`src/rtl/divider_if.sv`:
```
// Operand/result handshake bundle for the iterative integer divider.
interface divider_if #(
  parameter int unsigned width = 32
) ();
  logic [width-1:0] divident;
  logic [width-1:0] divisor;
  logic             return_remainder_or_queotient;
  logic             start_flag;
  logic             signed_i;
  logic             busy_o;
  logic             valid_o;
  logic             error_o;
  logic [width-1:0] result_o;

  modport master (
    output divident, divisor, return_remainder_or_queotient, start_flag, signed_i,
    input  busy_o, valid_o, error_o, result_o
  );

  modport slave (
    input  divident, divisor, return_remainder_or_queotient, start_flag, signed_i,
    output busy_o, valid_o, error_o, result_o
  );
endinterface

```
`src/rtl/divider.sv`:
```
// Radix-2 restoring divider: one quotient bit per clock, RISC-V DIV/DIVU/REM/REMU results.
module divider #(
  parameter int unsigned width = 32
) (
  input  logic     clk,
  input  logic     rst_i,
  divider_if.slave bus
);
  localparam int unsigned CW = $clog2(width + 1);

  localparam logic [1:0] IDLE = 2'd0;
  localparam logic [1:0] DIV  = 2'd1;
  localparam logic [1:0] DONE = 2'd2;

  logic [1:0]       state_q, state_d;
  logic [width-1:0] rem_q, rem_d, quo_q, quo_d;
  logic [width-1:0] dvs_q, dvs_d, dvd_q, dvd_d;
  logic [CW-1:0]    cnt_q, cnt_d;
  logic             qneg_q, qneg_d, rneg_q, rneg_d;
  logic             sel_q, sel_d, zero_q, zero_d;
  logic             busy_q, busy_d, valid_q, valid_d, error_q, error_d;
  logic [width-1:0] result_q, result_d;

  logic             dvd_neg, dvs_neg;
  logic [width-1:0] dvd_abs, dvs_abs, quo_fix, rem_fix;
  logic [width:0]   shifted, diff;

  // Next-state, datapath step and output selection
  always_comb begin
    state_d  = state_q;
    rem_d    = rem_q;
    quo_d    = quo_q;
    dvs_d    = dvs_q;
    dvd_d    = dvd_q;
    cnt_d    = cnt_q;
    qneg_d   = qneg_q;
    rneg_d   = rneg_q;
    sel_d    = sel_q;
    zero_d   = zero_q;
    busy_d   = busy_q;
    valid_d  = 1'b0;
    error_d  = error_q;
    result_d = result_q;

    dvd_neg = bus.signed_i & bus.divident[width-1];
    dvs_neg = bus.signed_i & bus.divisor[width-1];
    dvd_abs = dvd_neg ? (~bus.divident + width'(1)) : bus.divident;
    dvs_abs = dvs_neg ? (~bus.divisor + width'(1)) : bus.divisor;

    shifted = {rem_q, quo_q[width-1]};
    diff    = shifted - {1'b0, dvs_q};
    quo_fix = qneg_q ? (~quo_q + width'(1)) : quo_q;
    rem_fix = rneg_q ? (~rem_q + width'(1)) : rem_q;

    case (state_q)
      IDLE: begin
        if (bus.start_flag) begin
          quo_d   = dvd_abs;
          rem_d   = '0;
          dvs_d   = dvs_abs;
          dvd_d   = bus.divident;
          qneg_d  = dvd_neg ^ dvs_neg;
          rneg_d  = dvd_neg;
          sel_d   = bus.return_remainder_or_queotient;
          zero_d  = (bus.divisor == '0);
          cnt_d   = CW'(width);
          busy_d  = 1'b1;
          state_d = DIV;
        end
      end
      DIV: begin
        // Restore by keeping the unsubtracted value when the trial goes negative
        if (!diff[width]) begin
          rem_d = diff[width-1:0];
          quo_d = {quo_q[width-2:0], 1'b1};
        end else begin
          rem_d = shifted[width-1:0];
          quo_d = {quo_q[width-2:0], 1'b0};
        end
        cnt_d = cnt_q - CW'(1);
        if (cnt_q == CW'(1)) begin
          state_d = DONE;
        end
      end
      DONE: begin
        // Zero divisor bypasses the sign fixup: all-ones quotient, raw dividend remainder
        if (zero_q) begin
          result_d = sel_q ? dvd_q : '1;
        end else begin
          result_d = sel_q ? rem_fix : quo_fix;
        end
        error_d = zero_q;
        valid_d = 1'b1;
        busy_d  = 1'b0;
        state_d = IDLE;
      end
      default: begin
        busy_d  = 1'b0;
        state_d = IDLE;
      end
    endcase
  end

  // State and datapath registers
  always_ff @(posedge clk or negedge rst_i) begin
    if (!rst_i) begin
      state_q  <= IDLE;
      rem_q    <= '0;
      quo_q    <= '0;
      dvs_q    <= '0;
      dvd_q    <= '0;
      cnt_q    <= '0;
      qneg_q   <= 1'b0;
      rneg_q   <= 1'b0;
      sel_q    <= 1'b0;
      zero_q   <= 1'b0;
      busy_q   <= 1'b0;
      valid_q  <= 1'b0;
      error_q  <= 1'b0;
      result_q <= '0;
    end else begin
      state_q  <= state_d;
      rem_q    <= rem_d;
      quo_q    <= quo_d;
      dvs_q    <= dvs_d;
      dvd_q    <= dvd_d;
      cnt_q    <= cnt_d;
      qneg_q   <= qneg_d;
      rneg_q   <= rneg_d;
      sel_q    <= sel_d;
      zero_q   <= zero_d;
      busy_q   <= busy_d;
      valid_q  <= valid_d;
      error_q  <= error_d;
      result_q <= result_d;
    end
  end

  assign bus.busy_o   = busy_q;
  assign bus.valid_o  = valid_q;
  assign bus.error_o  = error_q;
  assign bus.result_o = result_q;
endmodule

```
`src/flat_wrapper.sv`:
```
// flat-port wrapper written by rule: the top's interface ports become plain ports
module divider_flat 
#(
  parameter int unsigned width = 32
)
  (clk, rst_i, bus_divident, bus_divisor, bus_return_remainder_or_queotient, bus_start_flag, bus_signed_i, bus_busy_o, bus_valid_o, bus_error_o, bus_result_o);
  divider_if #(.width(width)) bus_i ();
  input  logic clk;
  input  logic rst_i;
  input wire logic [$bits(bus_i.divident)-1:0] bus_divident;
  input wire logic [$bits(bus_i.divisor)-1:0] bus_divisor;
  input wire logic [$bits(bus_i.return_remainder_or_queotient)-1:0] bus_return_remainder_or_queotient;
  input wire logic [$bits(bus_i.start_flag)-1:0] bus_start_flag;
  input wire logic [$bits(bus_i.signed_i)-1:0] bus_signed_i;
  output wire logic [$bits(bus_i.busy_o)-1:0] bus_busy_o;
  output wire logic [$bits(bus_i.valid_o)-1:0] bus_valid_o;
  output wire logic [$bits(bus_i.error_o)-1:0] bus_error_o;
  output wire logic [$bits(bus_i.result_o)-1:0] bus_result_o;
  assign bus_i.divident = bus_divident;
  assign bus_i.divisor = bus_divisor;
  assign bus_i.return_remainder_or_queotient = bus_return_remainder_or_queotient;
  assign bus_i.start_flag = bus_start_flag;
  assign bus_i.signed_i = bus_signed_i;
  assign bus_busy_o = bus_i.busy_o;
  assign bus_valid_o = bus_i.valid_o;
  assign bus_error_o = bus_i.error_o;
  assign bus_result_o = bus_i.result_o;
  divider #(.width(width)) u_core (.clk(clk), .rst_i(rst_i), .bus(bus_i));
endmodule
```
`config.mk`:
```
export PLATFORM = sky130hd
export DESIGN_NAME = divider_flat
export DESIGN_NICKNAME = d
export VERILOG_FILES = /design/src/rtl/divider_if.sv /design/src/rtl/divider.sv /design/src/flat_wrapper.sv
export SDC_FILE = /design/constraint.sdc
export NUM_CORES = 1
export LEC_CHECK = 0
export CAP_MARGIN = 20
export CORE_ASPECT_RATIO = 1.4
export CORE_MARGIN = 1.5
export CORE_UTILIZATION = 38
export CTS_BUF_LIST = sky130_fd_sc_hd__clkbuf_4
export DETAILED_ROUTE_END_ITERATION = 10
export PLACE_DENSITY = 0.6
export SLEW_MARGIN = 20
export SYNTH_ARGS = -nofsm -noshare
export SYNTH_HDL_FRONTEND = slang
export SYNTH_SLANG_ARGS = --single-unit
export TNS_END_PERCENT = 10
```
`constraint.sdc`:
```
create_clock -name clk -period 5.25 [get_ports clk]
set_clock_uncertainty 0.15 [all_clocks]
set_input_delay 1.05 -clock clk [delete_from_list [all_inputs] [get_ports clk]]
set_output_delay 1.05 -clock clk [all_outputs]
set_load 0.005 [all_outputs]
```
==> flow_summary_export.csv, run 1 <==
group,metric,value,unit
synthesis,main_combinational_cell_family_by_area_after_synthesis,"compound AO/OA/AOI/OAI gates",
critical_path,critical_path_cell_count,10,
floorplan,ios,104,
final_layout,area_of_the_multi_input_gates,0.00688,mm²
timing,final-max-slew-violation-count,0,
cts,clk_path_buf_depth,2,
critical_path,worstSetupStartpointType,"flip-flop",
cts,ctsResizeCount,0,
synthesis,ys_seq_elements,175,
final_layout,syn_to_final_growth,14.5,%
job,timing.max_cap.violations,0,
cts,insertion_delay,0.59,ns
drt,via_count,10400,
power_and_ir_drop,seq_power_share,0.297,
placed_design,dp_hpwl,26.1,mm
synthesis,netlist.top_cell.by_area,"sky130_fd_sc_hd__dfrtp_1",
synthesis,seq_area_frac_synth,0.372,
cts,numCtsBuffers,17,
timing,post-route-min-period,3.96,ns
synthesis,synth_fa_ha_area_frac,0.0421,
synthesis,most_used_dff_post_synth,"sky130_fd_sc_hd__dfrtp_1",
critical_path,cp_top_delay_family,"compound AO/OA/AOI/OAI gates",
critical_path,end_kind,"flip-flop",
synthesis,yosysTopAreaCellShare,0.372,
min_path,hold_class,"input pin to async pin",
final_layout,post_layout_nonfiller_instances,1882,
cts,cts_tree,"yes",
power_and_ir_drop,power.combinational.fraction,0.611,
synthesis,synth-edff-count,0,
cts,cts_hold_buffers,0,
synthesis,synth_async_sr_flop_share,1.00,
synthesis,post_synth_xor_area_fraction,0.108,
power_and_ir_drop,sw_frac_of_total,0.480,
synthesis,post_synth_main_area_contributors,"sky130_fd_sc_hd__dfrtp_1 (37%), sky130_fd_sc_hd__nand2_1 (7.8%), sky130_fd_sc_hd__o21ai_0 (7.2%), sky130_fd_sc_hd__xnor2_1 (6.6%), sky130_fd_sc_hd__xor2_1 (4.2%)",
floorplan,die_w,152,µm
floorplan,placeableCoreArea,0.0306,mm²
status,status,"finished, final reports clean",
final_layout,final_layout_size_suffix_gt1_frac,0.0517,
synthesis,post_synth_mux_area_share,0.0248,
placed_design,buffer_ports.inserted,103,
synthesis,synthSimpleGateAreaFrac,0.170,
cts,tritoncts_num_sinks,175,
critical_path,cp_num_buf_inv,0,
global_route,first_pass_grt_wire_length,54.7,mm
drt,routed_wl,34.1,mm
floorplan,initial_utilization,0.384,
global_route,grt_start_max_net_pins,80,
timing,timing.hold.ws,0.330,ns
drt,drc,0,
timing,min_period_over_period,0.754,
cts,cts-root-buf,"sky130_fd_sc_hd__clkbuf_4",
global_route,antenna_found_initial,2,
cts,htreeDepth,4,
drt,detail-route-antenna-nets,0,
floorplan,die_area,0.0320,mm²
cts,clk_transition_reported_paths,0.13,ns
drt,avgRoutedWirePerCell,18.1,µm
synthesis,synth_fp_nets,1522,
timing,rsz_0062_raised_after_global_routing,"false",
placed_design,placer_congestion_estimate,0.936,
synthesis,yosys_warnings,0,
final_layout,fillers,3110,
timing,finalSetupViolCount,0,
timing,timing.setup.tns,0,ns
power_and_ir_drop,power_density,656,mW/mm²
final_layout,layout.nets,1586,
critical_path,slowest_delay,0.58,ns
global_route,grt_usage,0.219,
power_and_ir_drop,p_clk_frac,0.092,
critical_path,critical_path.slowest_cell,"sky130_fd_sc_hd__a2111oi_0",
floorplan,die_y,211,µm
critical_path,r2r_cells,10,
final_layout,register_area,0.00438,mm²
timing,slew-limit-headroom,0.246,
critical_path,crit_path_class,"flip-flop to flip-flop",
synthesis,synth_compound_gate_area_share,0.237,
synthesis,post_synth_inst_count,1414,
power_and_ir_drop,p_int,4.60,mW
synthesis,post_synth_instance_area,0.0118,mm²
floorplan,fp_rows,76,
timing,hold_violations,0,
drt,firstDrtPassIters,7,
critical_path,path_cells,"ha_1 > a2111oi_0 > o221ai_1 > nand2_1 > o211a_1 > o21ai_0 > o21a_1 > or2_1 > or4_1 > nand3_1",
timing,worst_pin_slew,1.13,ns
power_and_ir_drop,power_switching,4.24,mW
power_and_ir_drop,vdd_ir_drop_max,248,µV
synthesis,synthDistinctLibCells,61,
critical_path,path_max_fanout,16,
cts,cts.repair_timing.setup_buffer_count,0,
timing,maxClockFrequency,253,MHz
critical_path,cp.arrival,4.33,ns
power_and_ir_drop,leakage_power,5.72,nW
drt,post_drt_via_cell_ratio,5.52,
global_route,number_of_global_route_vias_before_repair,10300,
global_route,gr-total-overflow,0,
placed_design,dp_cells,1849,
synthesis,synth.avg_cell_area,8.31,µm²
critical_path,worst_path_required_time,5.63,ns
drt,drt-initial-drc-count,544,
[kinds of logic (layout without fill, tap and decap cells)]
logic type                 after synthesis  after routing
xor gates and xnor gates               145            145
other                                    0              2
AOI/OAI and AO/OA                      443            443
and+or+nand+nor                        442            442
buffers and inverters                  141            217
muxes                                   29             29
adders and majority gates               39             39
DFF                                    175            175
[routing by layer]
layer,global-route usage,share of wire,vias up
met5,0,0,-
met4,0.0885,0.034,0
met3,0.0276,0.038,61
met2,0.389,0.51,255
met1,0.264,0.42,4910
li1,-,-,5155
[path summary, 6_finish.rpt]
check	from	to	slack, ns
setup / recovery	u_core.rem_q[22]	u_core.rem_q[31]	1.29
hold / removal	rst_i	u_core.bus.valid_o	0.33
setup reg to reg	u_core.rem_q[22]	u_core.rem_q[31]	1.29
hold reg to reg	u_core.dvd_q[23]	u_core.dvd_q[23]	0.34
max in group asynchronous	rst_i	u_core.dvd_q[3]	3.58
min in group clk	u_core.dvd_q[23]	u_core.dvd_q[23]	0.34
[cell usage after synthesis (4+ instances only)]
master / number
sky130_fd_sc_hd__a2111oi_0: 4
sky130_fd_sc_hd__a211oi_1: 4
sky130_fd_sc_hd__a21o_1: 28
sky130_fd_sc_hd__a21oi_1: 81
sky130_fd_sc_hd__a221oi_1: 16
sky130_fd_sc_hd__a22o_1: 5
sky130_fd_sc_hd__a22oi_1: 22
sky130_fd_sc_hd__a31oi_1: 10
sky130_fd_sc_hd__a32oi_1: 7
sky130_fd_sc_hd__and2_1: 5
sky130_fd_sc_hd__and3_1: 4
sky130_fd_sc_hd__buf_1: 7
sky130_fd_sc_hd__buf_2: 7
sky130_fd_sc_hd__clkbuf_1: 64
sky130_fd_sc_hd__dfrtp_1: 175
sky130_fd_sc_hd__ha_1: 38
sky130_fd_sc_hd__inv_1: 61
sky130_fd_sc_hd__mux2i_1: 28
sky130_fd_sc_hd__nand2_1: 244
sky130_fd_sc_hd__nand2b_1: 13
sky130_fd_sc_hd__nand3_1: 17
sky130_fd_sc_hd__nand4_1: 4
sky130_fd_sc_hd__nor2_1: 63
sky130_fd_sc_hd__nor2b_1: 5
sky130_fd_sc_hd__nor3_1: 28
sky130_fd_sc_hd__nor4_1: 8
sky130_fd_sc_hd__o211ai_1: 9
sky130_fd_sc_hd__o21a_1: 8
sky130_fd_sc_hd__o21ai_0: 168
sky130_fd_sc_hd__o21bai_1: 4
sky130_fd_sc_hd__o221ai_1: 7
sky130_fd_sc_hd__o22ai_1: 22
sky130_fd_sc_hd__o31ai_1: 19
sky130_fd_sc_hd__o41ai_1: 12
sky130_fd_sc_hd__or2_2: 6
sky130_fd_sc_hd__or3_1: 20
sky130_fd_sc_hd__or4_1: 14
sky130_fd_sc_hd__xnor2_1: 88
sky130_fd_sc_hd__xor2_1: 57
[power groups by stage]
stage | Clock (mW) | Sequential [mW] | Combinational (mW)
after floorplan | 0 | 2.40 | 4.05
after global placement | 0 | 2.62 | 5.27
after detailed placement | 0 | 2.64 | 5.35
after CTS | 0.837 | 2.61 | 5.38
after global routing | 0.895 | 2.71 | 6.01
final | 0.812 | 2.62 | 5.40
[final cells by class]
| cell class | count | area share |
|---|---|---|
| Antenna cell | 2 | 0.000372 |
| Sequential cell | 175 | 0.325 |
| Clock inverter | 8 | 0.00855 |
| Clock buffer | 23 | 0.0128 |
| Timing Repair Buffer | 124 | 0.0884 |
| Inverter | 62 | 0.0173 |
| Multi-Input combinational cell | 1098 | 0.511 |
| Tap cell | 390 | 0.0363 |
[placed cells by master (no fill, tap or decap), types with 5 or more instances in the layout]
cell / n
sky130_fd_sc_hd__o41ai_1: 12
sky130_fd_sc_hd__or2_2: 6
sky130_fd_sc_hd__inv_1: 61
sky130_fd_sc_hd__clkbuf_4: 23
sky130_fd_sc_hd__nor2b_1: 5
sky130_fd_sc_hd__clkdlybuf4s50_1: 102
sky130_fd_sc_hd__and2_1: 5
sky130_fd_sc_hd__a21oi_1: 81
sky130_fd_sc_hd__a21o_1: 28
sky130_fd_sc_hd__o221ai_1: 7
sky130_fd_sc_hd__o31ai_1: 19
sky130_fd_sc_hd__nor4_1: 8
sky130_fd_sc_hd__o22ai_1: 22
sky130_fd_sc_hd__or4_1: 14
sky130_fd_sc_hd__nand2b_1: 13
sky130_fd_sc_hd__xnor2_1: 88
sky130_fd_sc_hd__a22oi_1: 22
sky130_fd_sc_hd__o211ai_1: 9
sky130_fd_sc_hd__nand3_1: 16
sky130_fd_sc_hd__nor3_1: 27
sky130_fd_sc_hd__dfrtp_1: 175
sky130_fd_sc_hd__mux2i_1: 28
sky130_fd_sc_hd__a31oi_1: 10
sky130_fd_sc_hd__buf_4: 21
sky130_fd_sc_hd__o21a_1: 8
sky130_fd_sc_hd__xor2_1: 57
sky130_fd_sc_hd__nand2_1: 243
sky130_fd_sc_hd__a221oi_1: 16
sky130_fd_sc_hd__ha_1: 38
sky130_fd_sc_hd__o21ai_0: 167
sky130_fd_sc_hd__or3_1: 20
sky130_fd_sc_hd__a32oi_1: 7
sky130_fd_sc_hd__a22o_1: 5
sky130_fd_sc_hd__nor2_1: 59
[stage by stage]
| stage | util | instance area (µm²) | setup WS, ns | power (mW) |
|---|---|---|---|---|
| finish | 0.440 | 13500 | 1.29 | 8.83 |
| global route | 0.440 | 13500 | 1.05 | 9.62 |
| CTS | 0.439 | 13500 | 1.34 | 8.82 |
| detailed placement | 0.430 | 13200 | 0.882 | 7.99 |
| global placement | 0.430 | 13200 | 0.911 | 7.89 |
| floorplan | - | 11800 | 1.86 | 6.45 |
[state kept, by name (all words and copies together) (netlist names), 2 cells and up]
register and count:
u_core.bus.result_o 32, u_core.cnt_q 6, u_core.state_q 2, u_core.rem_q 32, u_core.quo_q 32, u_core.dvd_q 32
u_core.dvs_q 32
No activity file was read; power rests on OpenSTA's default activity.
==> run 2, diff against run 1 <==
PLACE_DENSITY = 0.63   (was 0.6)
clock period = 3.6 ns   (was 5.25 ns; I/O delays follow)
==> run 2 against run 1 <==
Effect of this change: register-to-register slack got worse by 1.2 ns; clock power is 81% higher; global-route usage is 1.1 points higher; wire length is 4.5% higher; flip-flop and latch count is the same; highest routed layer unchanged; design area increased by 5.6%; non-clock buffer count increased by 81; power rose by 57%; largest cell class unchanged; sequential share of layout area decreased by 1.7 points; maximum frequency rose by 14%; combinational power grew 61%; die area unchanged.
==> flow_summary_export.csv, run 2 (synthesis gave the netlist of run 1 again) <==
group,metric,value,unit
status,status,"finished, final reports clean",
timing,finalSetupViolCount,0,
critical_path,end_kind,"flip-flop",
drt,firstDrtPassIters,5,
cts,ctsResizeCount,0,
timing,min_period_over_period,0.964,
power_and_ir_drop,leakage_power,6.16,nW
floorplan,placeableCoreArea,0.0306,mm²
timing,timing.hold.ws,0.0141,ns
critical_path,critical_path.slowest_cell,"sky130_fd_sc_hd__dfrtp_1",
drt,post_drt_via_cell_ratio,5.55,
cts,clk_path_buf_depth,2,
timing,worst_pin_slew,0.821,ns
global_route,first_pass_grt_wire_length,57.3,mm
min_path,hold_class,"input pin to async pin",
final_layout,syn_to_final_growth,20.9,%
cts,cts-root-buf,"sky130_fd_sc_hd__clkbuf_4",
power_and_ir_drop,power_density,975,mW/mm²
critical_path,path_cells,"ha_2 > nand3_1 > or3_1 > a2111oi_1 > buf_4 > o21a_1 > a2111oi_0 > nor2_1 > a31oi_1 > or4_1 > nand3_1",
cts,insertion_delay,0.60,ns
timing,hold_violations,0,
critical_path,regToRegStartpoint,"u_core.rem_q[13]",
cts,cts_hold_buffers,0,
placed_design,dp_hpwl,27.2,mm
final_layout,fillers,3065,
critical_path,worst_path_required_time,4.00,ns
critical_path,critical_path.startpoint,"u_core.rem_q[13]",
placed_design,placer_congestion_estimate,0.931,
drt,detail-route-antenna-nets,0,
timing,post-route-min-period,3.47,ns
floorplan,die_y,211,µm
floorplan,fp_rows,76,
floorplan,die_w,152,µm
global_route,antenna_found_initial,1,
floorplan,die_area,0.0320,mm²
final_layout,area_of_the_multi_input_gates,0.00689,mm²
critical_path,cp_num_buf_inv,1,
drt,routed_wl,35.6,mm
final_layout,layout.cells.most_common,"sky130_fd_sc_hd__nand2_1",
cts,clk_transition_reported_paths,0.16,ns
critical_path,cp.arrival,3.87,ns
critical_path,slowest_delay,0.50,ns
job,timing.max_cap.violations,0,
drt,via_count,10900,
timing,slew-limit-headroom,0.450,
floorplan,ios,104,
global_route,grt_usage,0.231,
final_layout,post_layout_nonfiller_instances,1961,
timing,rsz_0062_raised_after_global_routing,"false",
timing,maxClockFrequency,288,MHz
cts,cts_tree,"yes",
power_and_ir_drop,vdd_ir_drop_max,363,µV
timing,timing.setup.tns,0,ns
cts,htreeDepth,4,
floorplan,initial_utilization,0.384,
drt,drt-initial-drc-count,683,
cts,numCtsBuffers,17,
cts,tritoncts_num_sinks,175,
placed_design,buffer_ports.inserted,103,
global_route,grt_start_max_net_pins,85,
final_layout,final_layout_size_suffix_gt1_frac,0.104,
critical_path,path_common_cell,"sky130_fd_sc_hd__nand3_1",
drt,avgRoutedWirePerCell,18.2,µm
global_route,gr-total-overflow,0,
global_route,number_of_global_route_vias_before_repair,10800,
final_layout,final_core_util,0.464,
drt,drc,0,
cts,cts.repair_timing.setup_buffer_count,0,
critical_path,worstSetupStartpointType,"flip-flop",
final_layout,most-common-layout-cells,"sky130_fd_sc_hd__nand2_1 (243), sky130_fd_sc_hd__dfrtp_1 (172), sky130_fd_sc_hd__o21ai_0 (165), sky130_fd_sc_hd__clkdlybuf4s50_1 (102), sky130_fd_sc_hd__buf_4 (98)",
timing,final-max-slew-violation-count,0,
final_layout,layout.nets,1667,
critical_path,cp_top_delay_family,"simple AND/OR/NAND/NOR gates",
placed_design,dp_cells,1930,
final_layout,register_area,0.00438,mm²
critical_path,crit_path_class,"flip-flop to flip-flop",
critical_path,path_max_fanout,8,
-- run 2: path summary, 6_finish.rpt --
path / to / slack (ns) / cells after the start
max: u_core.rem_q[31] / 0.13 / 11
min: u_core.dvd_q[25] / 0.01 / 1
max reg2reg: u_core.rem_q[31] / 0.13 / 11
min reg2reg: u_core.bus.result_o[19] / 0.34 / 1
max in group asynchronous: u_core.rem_q[5] / 2.41 / 2
min in group clk: u_core.bus.result_o[19] / 0.34 / 1
-- run 2: layout make-up --
type                       count  area share
antenna                        1    0.000176
clock buffer                  18     0.00950
timing repair buffer         205       0.130
multi-input combinational   1098       0.484
inverter                      62      0.0164
clock inverter                12      0.0170
sequential                   175       0.308
tap                          390      0.0343
-- run 2: metal layers --
layer	track usage	up-vias	share of wire
met1	0.279	5169	0.40
met5	0	-	0
met2	0.412	354	0.52
met3	0.0311	50	0.050
li1	-	5318	-
met4	0.0839	0	0.028
-- run 2: metrics by stage --
step	area (µm²)	total power [mW]	setup WS, ns
floorplan	11800	9.41	0.387
global placement	13800	12.1	-0.0329
detailed placement	13800	12.3	-0.0437
CTS	14200	13.8	0.0775
global route	14200	15.1	0.00568
finish	14200	13.9	0.128
-- run 2: power by group --
part | switching (mW) | total, mW | internal (mW)
sequential | 0.883 | 3.71 | 2.83
combinational | 4.80 | 8.69 | 3.89
clock | 0.712 | 1.47 | 0.756
total | 6.39 | 13.9 | 7.48
